File: config.mk
export PLATFORM = sky130hd
export DESIGN_NAME = scan_controller
export DESIGN_NICKNAME = d
export VERILOG_FILES = /design/src/rtl/scan_controller.sv
export SDC_FILE = /design/constraint.sdc
export NUM_CORES = 1
export LEC_CHECK = 0
export BUFFER_PORTS_ARGS = -buffer_cell sky130_fd_sc_hd__buf_4
export CORE_AREA = 4 4 163 165
export DETAILED_ROUTE_END_ITERATION = 8
export DIE_AREA = 0 0 167 169
export PLACE_DENSITY = 0.71
export SLEW_MARGIN = 10
export SYNTH_ARGS = -nofsm -noshare
export SYNTH_HDL_FRONTEND = slang
export SYNTH_SLANG_ARGS = --single-unit
File: constraint.sdc
create_clock -name clk -period 3.9 [get_ports clk]
set_clock_uncertainty 0.1 [all_clocks]
set_input_delay 0.195 -clock clk [delete_from_list [all_inputs] [get_ports clk]]
set_output_delay 0.195 -clock clk [all_outputs]
set_load 0.05 [all_outputs]
File: src/rtl/scan_controller.sv
// scan_controller: sequences one 3D scan. For every turntable angle it captures
// one laser frame of {step, row, midpoint} samples from the skeletonize stage,
// then pulses the stepper and waits for the turntable to settle before re-arming.
// Samples are buffered in a small first-word-fall-through FIFO.
//
// Ports:
//   clk, reset        system clock, asynchronous active-low reset
//   start, abort      one-cycle control pulses
//   fvh_in            decoder {F,V,H} timing
//   current_row       row index from skeletonize
//   midpoint          laser midpoint from skeletonize
//   out_data          FIFO head {step[7:0], row[8:0], midpoint[9:0]}
//   out_valid         FIFO non-empty
//   out_ready         downstream accept
//   step_pulse        stepper pulse (high while stepping)
//   busy              scan in progress
//   scan_done         one-cycle pulse after the last step
//   overflow          sticky, a sample was dropped on a full FIFO
//
// Optional feature: define SCAN_ZERO_SKIP_EN to drop samples whose midpoint is 0
// (no laser found on that row); such samples do not count against NUM_ROWS.
//
// STEP_PULSE_CYCLES and SETTLE_CYCLES must be >= 1; FIFO_DEPTH a power of two >= 2.
module scan_controller #(
  parameter int NUM_STEPS         = 200,
  parameter int NUM_ROWS          = 480,
  parameter int STEP_PULSE_CYCLES = 1000,
  parameter int SETTLE_CYCLES     = 2700000,
  parameter int FIFO_DEPTH        = 8
) (
  input  logic        clk,
  input  logic        reset,
  input  logic        start,
  input  logic        abort,
  input  logic [2:0]  fvh_in,
  input  logic [8:0]  current_row,
  input  logic [9:0]  midpoint,
  output logic [26:0] out_data,
  output logic        out_valid,
  input  logic        out_ready,
  output logic        step_pulse,
  output logic        busy,
  output logic        scan_done,
  output logic        overflow
);

  localparam int SW  = $clog2(NUM_STEPS + 1);
  localparam int SWX = (SW > 8) ? SW : 8;
  localparam int RW  = $clog2(NUM_ROWS + 1);
  localparam int PW  = $clog2(FIFO_DEPTH);

  localparam logic [SW-1:0] LAST_STEP   = SW'(NUM_STEPS - 1);
  localparam logic [RW-1:0] ROW_LIMIT   = RW'(NUM_ROWS);
  localparam logic [31:0]   PULSE_LAST  = 32'(STEP_PULSE_CYCLES - 1);
  localparam logic [31:0]   SETTLE_LAST = 32'(SETTLE_CYCLES - 1);
  localparam logic [PW:0]   FIFO_FULL   = (PW+1)'(FIFO_DEPTH);

  typedef enum logic [2:0] {IDLE, ARM, CAPTURE, STEP, SETTLE, DONE} state_t;

  state_t         state, state_nxt;
  logic [2:0]     last_fvh;
  logic           line_pending;
  logic [SW-1:0]  step_cnt, step_nxt;
  logic [RW-1:0]  row_cnt, row_nxt;
  logic           first_seen, first_nxt;
  logic [31:0]    dly, dly_nxt;
  logic           ovf_clr;
  logic           push;
  logic           sample_ok;
  logic [SWX-1:0] step_ext;
  logic [26:0]    push_data;

  logic           new_frame, new_line;

  assign new_frame = ~last_fvh[1] & fvh_in[1];
  assign new_line  = ~last_fvh[0] & fvh_in[0];

`ifdef SCAN_ZERO_SKIP_EN
  assign sample_ok = (midpoint != 10'd0);
`else
  assign sample_ok = 1'b1;
`endif

  // skeletonize updates row/midpoint on the line edge, so the sample is taken
  // on the following cycle while line_pending is high.
  assign step_ext  = SWX'(step_cnt);
  assign push_data = {step_ext[7:0], current_row, midpoint};

  always_comb begin
    state_nxt = state;
    step_nxt  = step_cnt;
    row_nxt   = row_cnt;
    first_nxt = first_seen;
    dly_nxt   = dly;
    push      = 1'b0;
    ovf_clr   = 1'b0;
    if (abort) begin
      state_nxt = IDLE;
      step_nxt  = '0;
      row_nxt   = '0;
      first_nxt = 1'b0;
      dly_nxt   = '0;
    end else begin
      case (state)
        IDLE: if (start) begin
          state_nxt = ARM;
          step_nxt  = '0;
          ovf_clr   = 1'b1;
        end
        ARM: if (new_frame) begin
          state_nxt = CAPTURE;
          row_nxt   = '0;
          first_nxt = 1'b0;
        end
        CAPTURE: begin
          // a pending sample is handled before a same-cycle frame edge ends capture
          if (line_pending) begin
            if (!first_seen)
              first_nxt = 1'b1;            // first line after the frame edge is blanking
            else if (sample_ok && row_cnt < ROW_LIMIT) begin
              push    = 1'b1;
              row_nxt = row_cnt + RW'(1);
            end
          end
          if (new_frame) begin
            state_nxt = STEP;
            dly_nxt   = '0;
          end
        end
        STEP: begin
          if (dly == PULSE_LAST) begin
            dly_nxt   = '0;
            step_nxt  = step_cnt + SW'(1);
            state_nxt = (step_cnt == LAST_STEP) ? DONE : SETTLE;
          end else begin
            dly_nxt = dly + 32'd1;
          end
        end
        SETTLE: begin
          if (dly == SETTLE_LAST) begin
            dly_nxt   = '0;
            state_nxt = ARM;
          end else begin
            dly_nxt = dly + 32'd1;
          end
        end
        DONE:    state_nxt = IDLE;
        default: state_nxt = IDLE;
      endcase
    end
  end

  always_ff @(posedge clk or negedge reset) begin
    if (!reset) begin
      state        <= IDLE;
      last_fvh     <= 3'b000;
      line_pending <= 1'b0;
      step_cnt     <= '0;
      row_cnt      <= '0;
      first_seen   <= 1'b0;
      dly          <= '0;
    end else begin
      state        <= state_nxt;
      last_fvh     <= fvh_in;
      line_pending <= new_line;
      step_cnt     <= step_nxt;
      row_cnt      <= row_nxt;
      first_seen   <= first_nxt;
      dly          <= dly_nxt;
    end
  end

  assign busy       = (state != IDLE);
  assign step_pulse = (state == STEP);
  assign scan_done  = (state == DONE);

  // Sample FIFO: not touched by abort so queued samples still drain.
  logic [26:0]   mem [FIFO_DEPTH];
  logic [PW-1:0] wr_ptr, rd_ptr;
  logic [PW:0]   count;
  logic          full, pop, push_ok;

  assign full      = (count == FIFO_FULL);
  assign out_valid = (count != '0);
  assign out_data  = mem[rd_ptr];
  assign pop       = out_valid & out_ready;
  assign push_ok   = push & (~full | pop);   // a pop frees the slot on the same cycle

  always_ff @(posedge clk or negedge reset) begin
    if (!reset) begin
      for (int i = 0; i < FIFO_DEPTH; i++) mem[i] <= '0;
      wr_ptr   <= '0;
      rd_ptr   <= '0;
      count    <= '0;
      overflow <= 1'b0;
    end else begin
      if (push_ok) begin
        mem[wr_ptr] <= push_data;
        wr_ptr      <= wr_ptr + PW'(1);
      end
      if (pop) rd_ptr <= rd_ptr + PW'(1);
      case ({push_ok, pop})
        2'b10:   count <= count + (PW+1)'(1);
        2'b01:   count <= count - (PW+1)'(1);
        default: count <= count;
      endcase
      if (ovf_clr)             overflow <= 1'b0;
      else if (push & ~push_ok) overflow <= 1'b1;
    end
  end

endmodule

==> impl_summary.txt <==
----------------------------------------------------
[Synthesis]
  Biggest area contributors in the synthesized netlist ... dfrtp_1, mux2_2, mux4_2, xnor2_1, nor2_1
  Post-synthesis simple-gate area fraction ... 0.08734
  Average cell area after synthesis ... 13.93 um2
  Post-synthesis register bit count ... about 280
  Count of flip-flops with a built-in enable after synthesis ... 0
  Yosys top cell area share ... 0.5204
  Sequential share of the synthesized area ... 0.5204
  XOR/XNOR share of the synthesized area ... 0.01995
  Adder-cell area share of the yosys netlist ... 0.007907
  Number of nets produced by synthesis ... roughly 1000
  Library cell with the largest summed area after synthesis ... dfrtp_1
  Compound-gate portion of the synthesized area ... 0.04275
  Number of standard cells after synthesis ... just under 1000
  Multiplexer share of the synthesized area ... 0.2959
  Combinational family with the most area after synthesis ... multiplexers
  Post-Synthesis Cell Area ... around 14000 um2
  Primary FF master, synth ... dfrtp_1
  Library cells used by synthesis ... 66
  Yosys warning total ... 0
  Async S/R FF share, synth ... 1.000

[Drt]
  Routed via count ... roughly 8300
  Length of routed met3 wiring ... ~1100 um
  Number of antenna-violating nets in the routed design ... 0
  DRT Pass-1 Iters ... 4
  Mean number of vias per cell ... around 5.9
  Detail-routed net length per standard cell ... 19.68 um
  Number of DRC markers after the initial detailed-route iteration ... between 400 and 500
  Routed length on met2 ... between 10000 and 15000 um
  DR DRC count ... 0
  Uppermost routed layer ... met4
  DRT Wirelength ... about 28000 um
  Post-route met1 wirelength ... 12930 um

[Placement]
  Cell count after placement ... ~1300
  Final weighted congestion in routability-driven placement ... between 0.7 and 0.8
  Placed wire-length estimate ... between 15000 and 20000 um
  Count of input and output buffers ... 57

[Clock tree]
  Number of buffers added by the clock tree synthesis step ... 30
  Post-CTS setup-driven buffer insertion count ... 0
  CTS Root Buffer Type ... clkbuf_16
  Later-pin clock latency in the skew report ... 0.54 ns
  CTS sink cnt ... 283
  Level count of the clock H-tree ... 1
  CTS tree ... done
  Clock slew at reported path FFs ... about 0.060 ns
  CTS max path bufs ... 3

[Floorplanning]
  Site Rows ... 58
  Initial Util ... 0.5436
  Y dimension of the die ... roughly 170 um
  Area of the core region ... between 20000 and 30000 um2
  Width of the die ... approximately 170 um
  Die Outline Area ... ~28000 um2
  Number of top-level design ports ... ~60

[Global routing]
  Global-route wire length before repair ... 46060 um
  Via count of the first global-routing pass ... roughly 8400
  Overall fraction of global-route tracks in use ... 0.1978
  Antenna violations before repair ... 0
  Largest net degree at the start of global routing ... 109
  Aggregate global routing overflow ... 0

[Finish]
  Post-layout net count ... ~1100
  Share of final-layout standard cells stronger than drive strength 1 ... 0.4191
  Synth-to-layout area growth ... 14.61%
  Antenna fix cells ... 0
  Final Instance Count excl. Fillers ... ~1400

[STA]
  Worst slew pin tran ... 0.9347 ns
  Final period demand of the worst path ... around 3.0 ns
  Setup repair after global routing missed its margin ... no
  Count of final max-slew check failures ... 0
  Final period util ... 0.7604
  Final number of hold-violating endpoints ... 0
  Count of final setup violators ... 0
  Worst rel slew slack ... 0.3768
  Setup TNS after final layout ... 0 ns
  Fmax ... ~340 MHz

[Power]
  Total Power Consumption ... a little over 0.007 W
  Reported leakage power ... between 7 and 8 nW
  Pwr per Cell Area ... 458.1 nW/um2
  Worst supply voltage drop on vdd ... 0.3857 mV

[Critical path]
  Library cell contributing the largest single delay on the critical path ... dfrtp_4
  Critical path launch point type ... flop
  Data arrival, critical path ... 2.67 ns
  Critical Path, Cell by Cell ... buf_12 > mux4_2 > mux2_2 > buf_4
  Category of the most critical setup path ... flop to output pin
  Kind of end point of the critical path ... output pin
  Delay of the slowest critical-path stage ... roughly 0.71 ns
  Critical path buffer and inverter count ... 2
  Required arrival time at the worst endpoint ... ~3.6 ns
  Highest net fanout along the worst path ... 36
  Top delay family on crit path ... multiplexers

[Outcome]
  Status ... finished clean

[Hold path]
  Path category of the worst min-delay check ... input port to flop

[Flow run]
  Number of max-cap violations ... 0

----------------------------------------------------
-- registers in the layout (all words and copies together) (netlist names) --
register / count
step_cnt: 8
state: 3
wr_ptr: 3
overflow: 1
row_cnt: 9
first_seen: 1
rd_ptr: 3
count: 4
last_fvh: 2
mem: 216
line_pending: 1
dly: 32
-- placed cells by master, fill, tap and decap left out, types with 15 or more instances in the layout --
cell / instances
nand2_1: 35
dlygate4sd3_1: 23
nor2_1: 39
buf_4: 72
clkbuf_16: 31
dfrtp_1: 281
nand3_1: 15
mux2_2: 242
nand4_1: 17
xnor2_1: 29
a21oi_1: 19
mux4_2: 54
-- cells by family (layout without fill, tap and decap cells) --
family | Yosys count | in the layout
adders and majority gates | 8 | 8
DFF | 283 | 283
buffers and inverters | 75 | 167
muxes | 304 | 304
and+or+nand+nor | 190 | 190
AOI/OAI and AO/OA | 86 | 86
xor gates and xnor gates | 31 | 31
-- repair_timing --
action	4_1_cts	5_1_grt
gates resized for setup	0	0
hold buffers	23	0
hold endpoints to repair	264	0
-- report_power, final --
part           leakage, nW  internal [W]  switching [W]
Combinational         2.92      0.000478       0.000573
Clock                0.503       0.00172        0.00117
Sequential            3.93       0.00300       0.000209
Total                 7.35       0.00519        0.00195
-- layer usage --
metal  vias up  GRT usage
li1       3799          -
met2       142     0.3202
met4         0    0.03380
met3        30    0.02592
met1      4331     0.2949
met5         -          0
-- synthesized netlist by cell type, types with 3 or more instances --
cell type  count
nor2b_1        4
a2111oi_0      7
or3_1          5
ha_1           7
mux4_2        54
nand3_1       15
o21ai_0       13
and4_1         4
nor2_1        39
a21oi_1       19
a31oi_1        6
or2_2          3
xnor2_1       29
buf_4          6
nor4_1         4
inv_1         12
nand4_1       17
nor3_1         6
nor4b_4        3
clkbuf_1      29
o211ai_1       6
a41oi_1        3
and2_1         5
or4_1          9
buf_1         10
nand2_1       35
buf_6          4
buf_2         14
mux2_2       242
and3_1        10
dfrtp_1      283
mux2_1         4
nand2b_1       8
o31ai_1        5
mux2i_1        4
a211oi_1      14
-- path summary, 6_finish.rpt --
path	startpoint	end	slack, ns	depth (start not counted)
max in group asynchronous	reset	mem[120]$_DFFE_PN0P_	2.49	3
min in group asynchronous	reset	count[1]$_DFFE_PN0P_	0.22	2
worst min-delay path	start	overflow$_DFFE_PN0P_	0.03	4
worst max-delay path	rd_ptr[0]$_DFFE_PN0P_	out_data[20]	0.93	4
worst min register to register	last_fvh[0]$_DFF_PN0_	line_pending$_DFF_PN0_	0.32	1
worst max register to register	state[1]$_DFFE_PN0P_	mem[107]$_DFFE_PN0P_	0.97	6
-- metrics by stage --
stage	hold WS, ns	setup slack, ns	utilization	area (um2)
after CTS	0.01796	0.8492	0.6230	15600
after detailed placement	0.2196	0.9684	0.5728	14340
after global routing	0.06262	0.7703	0.6230	15600
after floorplan	-0.2006	1.030	-	13610
after global placement	0.2123	1.019	0.5728	14340
final	0.02928	0.9344	0.6230	15600
-- worst reg2reg max path: stages, from the launching register on --
cell     delay (ns)
dfrtp_1        0.62
nor4b_4        0.33
and4_4         0.30
and2_1         0.39
nand3_2        0.37
buf_4          0.40
mux2_2         0.32
-- layout make-up --
class	count	area [um2]
clock buffer	40	879.6
multi-input combinational	619	6180
timing repair buffer	99	845.8
inverter	12	45.04
sequential	283	7087
tap	330	412.9
fill	1883	9439
clock inverter	16	147.6
No activity file was read; power rests on OpenSTA's default activity.
